--- config.mk ---
export PLATFORM = sky130hd
export DESIGN_NAME = regfile_mp_scoreboard
export DESIGN_NICKNAME = d
export VERILOG_FILES = /design/src/rtl/regfile_mp_scoreboard_pkg.sv /design/src/rtl/regfile_mp_scoreboard_rf_scoreboard.sv /design/src/rtl/regfile_mp_scoreboard.sv
export SDC_FILE = /design/constraint.sdc
export NUM_CORES = 2
export LEC_CHECK = 0
export BUFFER_PORTS_ARGS = -buffer_cell sky130_fd_sc_hd__buf_2
export CORE_UTILIZATION = 35
export DETAILED_ROUTE_END_ITERATION = 10
export PLACE_DENSITY = 0.54
export SLEW_MARGIN = 20
export SYNTH_ARGS = -nofsm -noshare
export SYNTH_HDL_FRONTEND = slang
export SYNTH_SLANG_ARGS = --single-unit
--- constraint.sdc ---
create_clock -name clk -period 3.2 [get_ports clk]
set_input_delay 0 -clock clk [delete_from_list [all_inputs] [get_ports clk]]
set_output_delay 0 -clock clk [all_outputs]
set_load 0.03 [all_outputs]
--- src/rtl/regfile_mp_scoreboard_pkg.sv ---
// rtl/regfile_mp_scoreboard_pkg.sv - shared constants and types for the register file
// Purpose: architectural register file dimensions and index/data types
//   used by the multi-ported register file and its scoreboard.
// Ports: none (package).
package regfile_mp_scoreboard_pkg;

  localparam int REG_NUM      = 32;
  localparam int REG_WIDTH    = 32;
  localparam int RF_NUM_READ  = 2;
  localparam int RF_NUM_WRITE = 2;
  localparam int RF_ADDR_W    = $clog2(REG_NUM);

  typedef logic [RF_ADDR_W-1:0] reg_idx_t;
  typedef logic [REG_WIDTH-1:0] reg_data_t;

endpackage

--- src/rtl/regfile_mp_scoreboard_rf_scoreboard.sv ---
// rtl/regfile_mp_scoreboard_rf_scoreboard.sv - busy-bit scoreboard for the register file
// Purpose: holds one busy bit per register. Decode claims a destination,
//   writeback releases it. Produces claim acceptance and per-operand busy.
// Ports:
//   clk, rst          clock, synchronous active-high reset
//   i_write_enable    per write port strobe (releases the target)
//   i_write_select    per write port destination index
//   i_read_select     per read port operand index
//   o_read_busy       per read port pending flag (combinational)
//   i_claim_enable    claim request
//   i_claim_select    register to claim
//   o_claim_ready     claim accepted this cycle (combinational)
//   o_busy_vec        registered busy bits
module rf_scoreboard
  import regfile_mp_scoreboard_pkg::*;
#(
  parameter int NUM_REGS  = REG_NUM,
  parameter int NUM_READ  = RF_NUM_READ,
  parameter int NUM_WRITE = RF_NUM_WRITE,
  parameter int ADDR_W    = $clog2(NUM_REGS),
  parameter int ZERO_REG  = 1,
  parameter int BYPASS    = 1
) (
  input  logic                             clk,
  input  logic                             rst,
  input  logic [NUM_WRITE-1:0]             i_write_enable,
  input  logic [NUM_WRITE-1:0][ADDR_W-1:0] i_write_select,
  input  logic [NUM_READ-1:0][ADDR_W-1:0]  i_read_select,
  output logic [NUM_READ-1:0]              o_read_busy,
  input  logic                             i_claim_enable,
  input  logic [ADDR_W-1:0]                i_claim_select,
  output logic                             o_claim_ready,
  output logic [NUM_REGS-1:0]              o_busy_vec
);

  logic [NUM_REGS-1:0] busy_q, busy_d;
  logic                claim_write_hit;
  logic                claim_is_zero;

  assign claim_is_zero = (ZERO_REG != 0) && (i_claim_select == '0);

  // A write landing on the claimed register this cycle frees it, so the
  // claim can be accepted back-to-back with the release.
  always_comb begin
    claim_write_hit = 1'b0;
    for (int p = 0; p < NUM_WRITE; p++) begin
      if (i_write_enable[p] && (i_write_select[p] == i_claim_select)) begin
        claim_write_hit = 1'b1;
      end
    end
  end

  always_comb begin
    o_claim_ready = 1'b0;
    if (i_claim_enable) begin
      o_claim_ready = claim_is_zero || !busy_q[i_claim_select] || claim_write_hit;
    end
  end

  // Operand busy is hidden only when the pending value is forwarded now.
  always_comb begin
    o_read_busy = '0;
    for (int r = 0; r < NUM_READ; r++) begin
      o_read_busy[r] = busy_q[i_read_select[r]];
      if (BYPASS != 0) begin
        for (int p = 0; p < NUM_WRITE; p++) begin
          if (i_write_enable[p] && (i_write_select[p] == i_read_select[r])) begin
            o_read_busy[r] = 1'b0;
          end
        end
      end
    end
  end

  // Releases first, then the claim, so a claim beats a release on the same index.
  always_comb begin
    busy_d = busy_q;
    for (int p = 0; p < NUM_WRITE; p++) begin
      if (i_write_enable[p]) begin
        busy_d[i_write_select[p]] = 1'b0;
      end
    end
    if (o_claim_ready && !claim_is_zero) begin
      busy_d[i_claim_select] = 1'b1;
    end
  end

  always_ff @(posedge clk) begin
    if (rst) begin
      busy_q <= '0;
    end else begin
      busy_q <= busy_d;
    end
  end

  assign o_busy_vec = busy_q;

endmodule

--- src/rtl/regfile_mp_scoreboard.sv ---
// rtl/regfile_mp_scoreboard.sv - multi-ported register file with busy-bit scoreboard
// Purpose: NUM_READ combinational read ports and NUM_WRITE write ports
//   (higher port index is the younger result), optional hardwired-zero r0,
//   optional same-cycle write-to-read bypass, and a scoreboard for claims.
// Ports:
//   clk, rst          clock, synchronous active-high reset
//   i_write_enable    per write port strobe
//   i_write_select    per write port destination index
//   i_write_data      per write port data
//   i_read_select     per read port operand index
//   o_read_data       per read port operand data (combinational)
//   o_read_busy       per read port pending flag (combinational)
//   i_claim_enable    request to mark a destination busy
//   i_claim_select    register to claim
//   o_claim_ready     claim accepted this cycle (combinational)
//   o_busy_vec        registered busy bits
module regfile_mp_scoreboard
  import regfile_mp_scoreboard_pkg::*;
#(
  parameter int   NUM_REGS  = REG_NUM,
  parameter int   DATA_W    = REG_WIDTH,
  parameter int   NUM_READ  = RF_NUM_READ,
  parameter int   NUM_WRITE = RF_NUM_WRITE,
  parameter int   ZERO_REG  = 1,
  parameter int   BYPASS    = 1,
  localparam int  ADDR_W    = $clog2(NUM_REGS)
) (
  input  logic                             clk,
  input  logic                             rst,
  input  logic [NUM_WRITE-1:0]             i_write_enable,
  input  logic [NUM_WRITE-1:0][ADDR_W-1:0] i_write_select,
  input  logic [NUM_WRITE-1:0][DATA_W-1:0] i_write_data,
  input  logic [NUM_READ-1:0][ADDR_W-1:0]  i_read_select,
  output logic [NUM_READ-1:0][DATA_W-1:0]  o_read_data,
  output logic [NUM_READ-1:0]              o_read_busy,
  input  logic                             i_claim_enable,
  input  logic [ADDR_W-1:0]                i_claim_select,
  output logic                             o_claim_ready,
  output logic [NUM_REGS-1:0]              o_busy_vec
);

  logic [DATA_W-1:0] regs_q [NUM_REGS];
  logic [DATA_W-1:0] regs_d [NUM_REGS];

  // Ports are applied in ascending order so the highest port wins a conflict.
  always_comb begin
    regs_d = regs_q;
    for (int p = 0; p < NUM_WRITE; p++) begin
      if (i_write_enable[p] && !((ZERO_REG != 0) && (i_write_select[p] == '0))) begin
        regs_d[i_write_select[p]] = i_write_data[p];
      end
    end
  end

  always_ff @(posedge clk) begin
    if (rst) begin
      for (int r = 0; r < NUM_REGS; r++) begin
        regs_q[r] <= '0;
      end
    end else begin
      regs_q <= regs_d;
    end
  end

  always_comb begin
    o_read_data = '0;
    for (int r = 0; r < NUM_READ; r++) begin
      o_read_data[r] = regs_q[i_read_select[r]];
      if (BYPASS != 0) begin
        for (int p = 0; p < NUM_WRITE; p++) begin
          if (i_write_enable[p] && (i_write_select[p] == i_read_select[r])) begin
            o_read_data[r] = i_write_data[p];
          end
        end
      end
      // Forwarding must not leak a dropped r0 write.
      if ((ZERO_REG != 0) && (i_read_select[r] == '0)) begin
        o_read_data[r] = '0;
      end
    end
  end

  rf_scoreboard #(
    .NUM_REGS  (NUM_REGS),
    .NUM_READ  (NUM_READ),
    .NUM_WRITE (NUM_WRITE),
    .ADDR_W    (ADDR_W),
    .ZERO_REG  (ZERO_REG),
    .BYPASS    (BYPASS)
  ) u_scoreboard (
    .clk            (clk),
    .rst            (rst),
    .i_write_enable (i_write_enable),
    .i_write_select (i_write_select),
    .i_read_select  (i_read_select),
    .o_read_busy    (o_read_busy),
    .i_claim_enable (i_claim_enable),
    .i_claim_select (i_claim_select),
    .o_claim_ready  (o_claim_ready),
    .o_busy_vec     (o_busy_vec)
  );

endmodule
==> impl_metrics.json <==
{
  "outcome": "finished with violations",
  "violations": "setup timing",
  "synth_nets": 7332,
  "grt_pass1_vias": 63200,
  "clk_path_buf_depth": 3,
  "required_ps": 3200,
  "fin_worst_skew_ps": 13.9,
  "peakVddDrop_uv": 453,
  "synth.yosys.warnings": 0,
  "areaGrowthSynthToFinish_pct": 15.5,
  "hold_path_class": "input pin to register",
  "period_share": 1.01,
  "worstPathCellList": "buf_2 > xor2_1 > nor4_1 > nand3_2 > nand2_1 > buf_12 > nor2_1 > a2111oi_1 > buf_4 > buf_2",
  "die_area_um2": 187000,
  "fin_hold_ws_ps": 71.3,
  "die_y_um": 432,
  "path_clk_slew_ps": 70,
  "synth.most_common_cell": "nor2_1",
  "p_per_area_nw_per_um2": 453,
  "cts_tree": "yes",
  "wl_per_cell_um": 37.6,
  "netlist_top_cells_count": "nor2_1, dfxtp_1, clkbuf_1",
  "synth_cells": 7238,
  "grt_max_degree": 114,
  "end_kind": "output pin",
  "core_um2": 183000,
  "synth.top_cell.area_share": 0.326,
  "drt_iter0_drc": 11900,
  "layout-drive-gt1-share": 0.200,
  "cp_common_cell": "buf_2",
  "critical-path-top-delay-family": "simple AND/OR/NAND/NOR gates",
  "drv_cap": 0,
  "layout.nets": 7119,
  "root_buffer": "clkbuf_16",
  "report.final.setup_viol": 1,
  "postCtsSetupRepairBufs": 0,
  "synth-edff-count": 0,
  "gp_congestion": 0.997,
  "drt-total-wl_um": 362000,
  "dp_hpwl_um": 219000,
  "fin_crit_ps": 3240,
  "ys_async_sr_fraction": 0,
  "cts.sinks": 1056,
  "maxUsedRoutingLayer": "met5",
  "clkLatencyLatePin_ps": 830,
  "utilization": 0.408,
  "dp_worst_setup_slack_ps": 170,
  "ys_seq_area_frac": 0.326,
  "met3_length_um": 54300,
  "vias": 68700,
  "numPortBuffers": 192,
  "drc": 0,
  "ys_types": 64,
  "htreeDepth": 4,
  "die_x_um": 432,
  "max_freq_mhz": 308,
  "worstPathArrival_ps": 3240,
  "crit_fanout": 9,
  "cp_slowest_stage_delay_ps": 910,
  "rsz0062_at_grt": "no",
  "path_class": "input pin to output pin",
  "worst_slew_pin_slew_ps": 1190,
  "antenna_found_initial": 41,
  "setup_slack_ps": -41.5,
  "power_leakage_nw": 26.1,
  "grt_first_pass_wirelength_um": 499000,
  "netlist_top_cells_area": "dfxtp_1, mux4_2, nor2_1",
  "wl_met1_um": 126000,
  "critPathSlowestCell": "a2111oi_1",
  "final_max_slew_viol_count": 0,
  "yosysTopAreaCell": "dfxtp_1",
  "gr-total-overflow": 0,
  "hold_violations": 0,
  "grtUsageTotal": 0.374,
  "synth_flop_cell": "dfxtp_1",
  "ys_seq_elements": 1056,
  "drtPass1Iterations": 9,
  "cp-start-kind": "input pin",
  "relSlewSlack": 0.202,
  "start_util": 0.353,
  "io_pins": 193,
  "crit_buf_inv": 4,
  "synth_area_um2": 64800,
  "via_per_inst": 7.15,
  "cts_buffers": 131,
  "avgSynthCellArea_um2": 8.95,
  "drt.antenna.violating_nets": 0,
  "wl_met2_um": 145000,
  "rows": 157
}
-- placed cells by master (no fill, tap or decap), drive strengths merged, types with 13 or more instances in the layout --
master       count
xor2            13
buf            586
a211oi         526
dlygate4sd3    115
a311oi         496
nand3          417
o22ai           20
o211a           15
a32oi          110
nor4            21
a22oi          300
nor2b           65
nor2          1167
nor3            22
a21oi           58
a221oi          27
or3             15
xnor2           17
diode           20
clkbuf         205
a2111oi         24
a22o            29
nand4b          31
o21ai          129
and2            20
clkinv          36
mux2i          280
mux4           522
nand2          695
dfxtp         1056
a31oi           16
-- registers in the layout, indices dropped and copies added, names as in the netlist --
name / flops
regs_q: 1024
u_scoreboard.o_busy_vec: 32
-- cells by family after synthesis --
kind of cell,count (synthesis),synth area share
flops,1056,0.326
compound gates,1770,0.211
mux,802,0.225
simple gates,2509,0.165
xor+xnor,30,0.00406
buf+inv,1071,0.0688
-- path summary, 6_finish.rpt --
| kind | from | end | slack [ps] | cells after the start |
|---|---|---|---|---|
| worst max-delay path | i_read_select[9] | o_read_data[48] | -40 | 10 |
| worst min-delay path | i_write_enable[0] | regs_q[300] | 70 | 4 |
| worst max register to register | u_scoreboard.o_busy_vec[0] | u_scoreboard.o_busy_vec[6] | 810 | 7 |
| worst min register to register | regs_q[997] | regs_q[997] | 480 | 1 |
-- layer usage --
metal  vias to the layer above  GRT usage
li1                      27100          -
met4                        34      0.311
met5                         -   0.000520
met1                     33600      0.458
met3                      1707      0.139
met2                      6297      0.517
-- layout make-up --
type | instances | area [um2]
Clock inverter | 30 | 357
Antenna cell | 20 | 50.0
Fill cell | 17800 | 109000
Sequential cell | 1056 | 21100
Inverter | 24 | 90.1
Tap cell | 2464 | 3080
Timing Repair Buffer | 701 | 6230
Multi-Input combinational cell | 5111 | 39900
Clock buffer | 205 | 3980
-- repair_timing --
action,4_1_cts,5_1_grt
setup endpoints to repair,0,5
endpoints found under the hold margin,1026,16
hold buffers,113,3
gates resized for setup,0,5
-- stage by stage --
stage	setup TNS [ps]	area, um2	power [mW]	cells
global placement	0	69300	18.2	9241
global route	0	74800	34.4	9597
finish	-41.5	74800	33.9	9611
detailed placement	0	69300	18.3	9241
CTS	0	74700	33.6	9589
floorplan	0	64800	16.4	7238
-- report_power, final --
group	switching, mW	internal, mW	leakage [nW]
Combinational	3.32	1.44	15.5
Sequential	0.207	13.4	8.53
Clock	6.58	8.96	2.13
-- worst min-delay path: stages --
cell and delay, ps:
buf_8 140, buf_4 400, nand3_1 180, a311oi_1 80
(Power assumes the default switching activity.)
